`config.mk`:
```
export PLATFORM = sky130hd
export DESIGN_NAME = pool_window_buffer
export DESIGN_NICKNAME = d
export VERILOG_FILES = /design/src/rtl/pool_window_buffer.sv
export SDC_FILE = /design/constraint.sdc
export NUM_CORES = 1
export LEC_CHECK = 0
export ABC_CLOCK_PERIOD_IN_PS = 4400
export BUFFER_PORTS_ARGS = -buffer_cell sky130_fd_sc_hd__buf_2
export CAP_MARGIN = 0
export CORE_MARGIN = 2
export CORE_UTILIZATION = 30
export DETAILED_ROUTE_END_ITERATION = 16
export PLACE_DENSITY_LB_ADDON = 0.08
export SYNTH_ARGS = -nofsm -noshare
export SYNTH_HDL_FRONTEND = slang
export SYNTH_SLANG_ARGS = --single-unit
```
`constraint.sdc`:
```
create_clock -name clk -period 4.4 [get_ports clk]
set_input_delay 0.88 -clock clk [delete_from_list [all_inputs] [get_ports clk]]
set_output_delay 0.88 -clock clk [all_outputs]
set_load 0.01 [all_outputs]
```
`src/rtl/pool_window_buffer.sv`:
```
// rtl/pool_window_buffer.sv - raster line buffer emitting non-overlapping 2x2 windows
module pool_window_buffer #(
    parameter int WORD_SIZE  = 16,
    parameter int IMG_WIDTH  = 24,
    parameter int IMG_HEIGHT = 24
) (
    input  logic                 clk,
    input  logic                 reset,
    input  logic                 in_valid,
    output logic                 in_ready,
    input  logic [WORD_SIZE-1:0] in_data,
    output logic                 out_valid,
    input  logic                 out_ready,
    output logic [WORD_SIZE-1:0] out_a0,
    output logic [WORD_SIZE-1:0] out_a1,
    output logic [WORD_SIZE-1:0] out_b0,
    output logic [WORD_SIZE-1:0] out_b1,
    output logic                 frame_done
);

    localparam int CW = (IMG_WIDTH  > 1) ? $clog2(IMG_WIDTH)  : 1;
    localparam int RW = (IMG_HEIGHT > 1) ? $clog2(IMG_HEIGHT) : 1;
    localparam logic [CW-1:0] COL_MAX = CW'(IMG_WIDTH - 1);
    localparam logic [RW-1:0] ROW_MAX = RW'(IMG_HEIGHT - 1);
    localparam logic [CW-1:0] COL_ONE = CW'(1);
    localparam logic [RW-1:0] ROW_ONE = RW'(1);

    // Windows tile the frame exactly, so both dimensions must be even.
    generate
        if ((IMG_WIDTH % 2) != 0) begin : g_bad_width
            $error("pool_window_buffer: IMG_WIDTH must be even");
        end
        if ((IMG_HEIGHT % 2) != 0) begin : g_bad_height
            $error("pool_window_buffer: IMG_HEIGHT must be even");
        end
    endgenerate

    logic [CW-1:0]        col;
    logic [RW-1:0]        row;
    logic [WORD_SIZE-1:0] line_buf [IMG_WIDTH];
    logic [WORD_SIZE-1:0] b0_hold;
    logic                 out_last;
    logic                 accept;
    logic                 win_load;
    logic                 col_last;
    logic                 row_last;

    // One-deep output register: accept whenever it is empty or draining now.
    assign in_ready = !out_valid || out_ready;
    assign accept   = in_valid && in_ready;
    assign col_last = (col == COL_MAX);
    assign row_last = (row == ROW_MAX);
    // The odd-row, odd-column pixel is the b1 corner that closes a window.
    assign win_load = accept && row[0] && col[0];

    // Raster position of the next pixel to be accepted.
    always_ff @(posedge clk or posedge reset) begin
        if (reset) begin
            col <= '0;
            row <= '0;
        end else if (accept) begin
            if (col_last) begin
                col <= '0;
                row <= row_last ? '0 : row + ROW_ONE;
            end else begin
                col <= col + COL_ONE;
            end
        end
    end

    // Even rows park the top pixels; contents are always rewritten before use.
    always_ff @(posedge clk) begin
        if (accept && !row[0]) begin
            line_buf[col] <= in_data;
        end
    end

    // Bottom-left pixel waits here until its right neighbour arrives.
    always_ff @(posedge clk or posedge reset) begin
        if (reset) begin
            b0_hold <= '0;
        end else if (accept && row[0] && !col[0]) begin
            b0_hold <= in_data;
        end
    end

    // Window register: a fresh window overrides the drain so there is no bubble.
    always_ff @(posedge clk or posedge reset) begin
        if (reset) begin
            out_valid <= 1'b0;
            out_a0    <= '0;
            out_a1    <= '0;
            out_b0    <= '0;
            out_b1    <= '0;
            out_last  <= 1'b0;
        end else if (win_load) begin
            out_valid <= 1'b1;
            out_a0    <= line_buf[col - COL_ONE];
            out_a1    <= line_buf[col];
            out_b0    <= b0_hold;
            out_b1    <= in_data;
            out_last  <= row_last && col_last;
        end else if (out_ready) begin
            out_valid <= 1'b0;
        end
    end

    // Pulse once the frame's final window has been handed downstream.
    always_ff @(posedge clk or posedge reset) begin
        if (reset) begin
            frame_done <= 1'b0;
        end else begin
            frame_done <= out_valid && out_ready && out_last;
        end
    end

endmodule
```
==> results.json <==
{
  "gp_congestion": 0.774,
  "grt_setup_unrepaired": "no",
  "cts_hold_buf": 0,
  "drt_wl_total_um": 67300,
  "cts.sinks": 477,
  "fillerInstances": 6619,
  "dieArea_um2": 73400,
  "final-setup-viol-count": 0,
  "die_w_um": 271,
  "worstMarginPinSlew_ps": 1160,
  "endpoint_kind": "flip-flop",
  "cts_max_level": 2,
  "finClkSkew_ps": 26.6,
  "cts.reportedPaths.clkPinSlew_ps": 60,
  "drv_cap": 0,
  "worstSetupPathType": "flip-flop to flip-flop",
  "clock.fmax_mhz": 287,
  "grt_pass1_vias": 13300,
  "hold_viol": 0,
  "status": "finished, final reports clean",
  "dr.pass1.iters": 7,
  "syn-cell-area_um2": 21400,
  "antenna_found_initial": 2,
  "core_um2": 70300,
  "worstSkewPairLatency_ps": 620,
  "synth-warning-count": 0,
  "drt_iter0_drc": 896,
  "clock_path_buffers": 3,
  "worstReg2RegEnd": "out_a0[12]",
  "multi_input_area_um2": 7130,
  "ys_seq_elements": 477,
  "nets": 1359,
  "io_buffers": 86,
  "viasPerCell": 5.40,
  "die_h_um": 271,
  "most-common-layout-cells": "edfxtp_1 (384), mux4_2 (172), nand2_1 (122)",
  "syn_to_final_growth_pct": 16.7,
  "ys.flop_type": "edfxtp_1",
  "ys_seq_area_share_pct": 64.8,
  "seq_area_um2": 13900,
  "ir_drop_v": 0.000369,
  "worstPathMaxFanout": 39,
  "final_common_cell": "edfxtp_1",
  "hp-class": "input pin to asynchronous set/reset pin",
  "r2r.worst_path.cells": 6,
  "critPathArrivalTime_ps": 4030,
  "synth-edff-count": 384,
  "r2r_slack_ps": 920,
  "syn_nets": 1253,
  "power_uw": 15700,
  "worstPathRequired_ps": 4960,
  "vias": 12500,
  "grt_start_max_net_pins": 71,
  "p_leak_uw": 0.00841,
  "overflow": 0,
  "drcViolationCount": 0,
  "num_antenna_cells": 0,
  "cts_root_buf": "clkbuf_16",
  "syn_inst": 1227,
  "grt_usage_pct": 18.4,
  "layout_min_cycle_time_ps": 3480,
  "dp_hpwl_um": 42700,
  "start_kind": "flip-flop",
  "ys_async_sr_fraction_pct": 19.5,
  "post-route-period-util_pct": 79.1,
  "drive_gt1_share_pct": 35.5,
  "p_per_area_nw_per_um2": 628,
  "synthDistinctLibCells": 49,
  "wire_per_inst_um": 29.0,
  "drv_slew": 0,
  "grt_pass1_wl_um": 97600,
  "cts_buffers": 53,
  "cts_tree": "done",
  "num_io_pins": 87,
  "rows": 97,
  "initial_core_util_pct": 30.4,
  "final_antenna_net_count": 0,
  "synth.avg_cell_area_um2": 17.4,
  "setup_tns_ps": 0,
  "timing.rr.start": "col[1]",
  "post_cts_resized": 0,
  "cts_setup_buffers": 0,
  "max-slew-margin-rel_pct": 22.6
}
where the power goes:
part / internal, µW / switching (µW) / total [µW]
logic: 2270 / 3020 / 5290
registers: 5340 / 524 / 5860
clock network: 2630 / 1890 / 4520
final cells by class:
| cell class | count | share of cell area (%) |
|---|---|---|
| flip-flops and latches | 477 | 55.6 |
| multi-input cells | 645 | 28.6 |
| clock buffers | 69 | 5.85 |
| well taps | 940 | 4.72 |
| repair buffers | 149 | 3.92 |
| clock inverters | 30 | 1.18 |
| inverters | 7 | 0.115 |
logic make-up after synthesis:
kind of cell / share of synthesized area (%)
multiplexers: 21.8
AO/OA/AOI/OAI: 5.05
buffers and inverters: 2.55
flip-flops: 64.8
XOR/XNOR: 0.246
adder cells (fa/ha/maj): 0.351
AND/OR/NAND/NOR: 5.13
registers in the layout, summed over array words and instances (netlist names), 5 cells and up:
| register | count |
|---|---|
| col | 5 |
| out_b1 | 16 |
| row | 5 |
| out_b0 | 16 |
| out_a1 | 16 |
| out_a0 | 16 |
| b0_hold | 16 |
| line_buf | 384 |
cell usage after synthesis, types with 3 or more instances:
library cell	number	share of area (%)
a221oi_1	13	0.53
o21ai_0	38	0.89
a22oi_1	14	0.49
nor2_1	43	0.76
buf_6	9	0.47
nand2_1	122	2.1
o32a_1	3	0.14
a31oi_1	14	0.41
mux2_2	48	2.5
edfxtp_1	384	54
xnor2_1	4	0.16
nor3_1	22	0.52
mux4_2	172	18
mux2i_1	25	1.2
nand3_1	39	0.91
buf_4	11	0.39
buf_2	30	0.70
nor2b_1	3	0.088
clkbuf_1	39	0.68
a2111oi_0	32	1.3
inv_1	7	0.12
clkbuf_2	4	0.094
dfrtp_1	93	11
ha_1	6	0.35
a2111o_1	16	0.84
buf_1	5	0.088
worst max-delay path by stage:
stage | startpoint | cells past startpoint | endpoint
CTS | col[1] | 6 | out_a0[12]
global placement | out_ready | 7 | out_a0[12]
floorplan | reset | 1 | b0_hold[0]
detailed placement | out_ready | 7 | out_a0[12]
finish | col[1] | 6 | out_a0[12]
global route | col[1] | 7 | out_a0[12]
per-stage QoR:
stage / area [µm²] / instances / util [%] / worst slack (ps) / hold WS, ps
global route: 24900 / 2317 / 35.5 / 830 / 500
CTS: 24900 / 2317 / 35.5 / 866 / 469
finish: 24900 / 2317 / 35.5 / 921 / 456
global placement: 23200 / 2218 / 33.0 / 851 / 447
floorplan: 21400 / 1227 / - / 1100 / 433
detailed placement: 23200 / 2218 / 33.0 / 856 / 448
layer usage:
layer	wire length, µm	vias up	GRT usage [%]
met5	0	-	0
met4	1890	0	5.92
met3	4020	91	4.17
met2	31200	388	28.8
met1	30100	6779	25.4
li1	-	5263	-
critical path, stage by stage (launching register included):
cell	delay, ps
dfrtp_4	720
buf_4	660
o31a_1	220
buf_4	390
o21ai_0	150
a2111oi_0	990
a2111o_1	210
(Power assumes the default switching activity.)
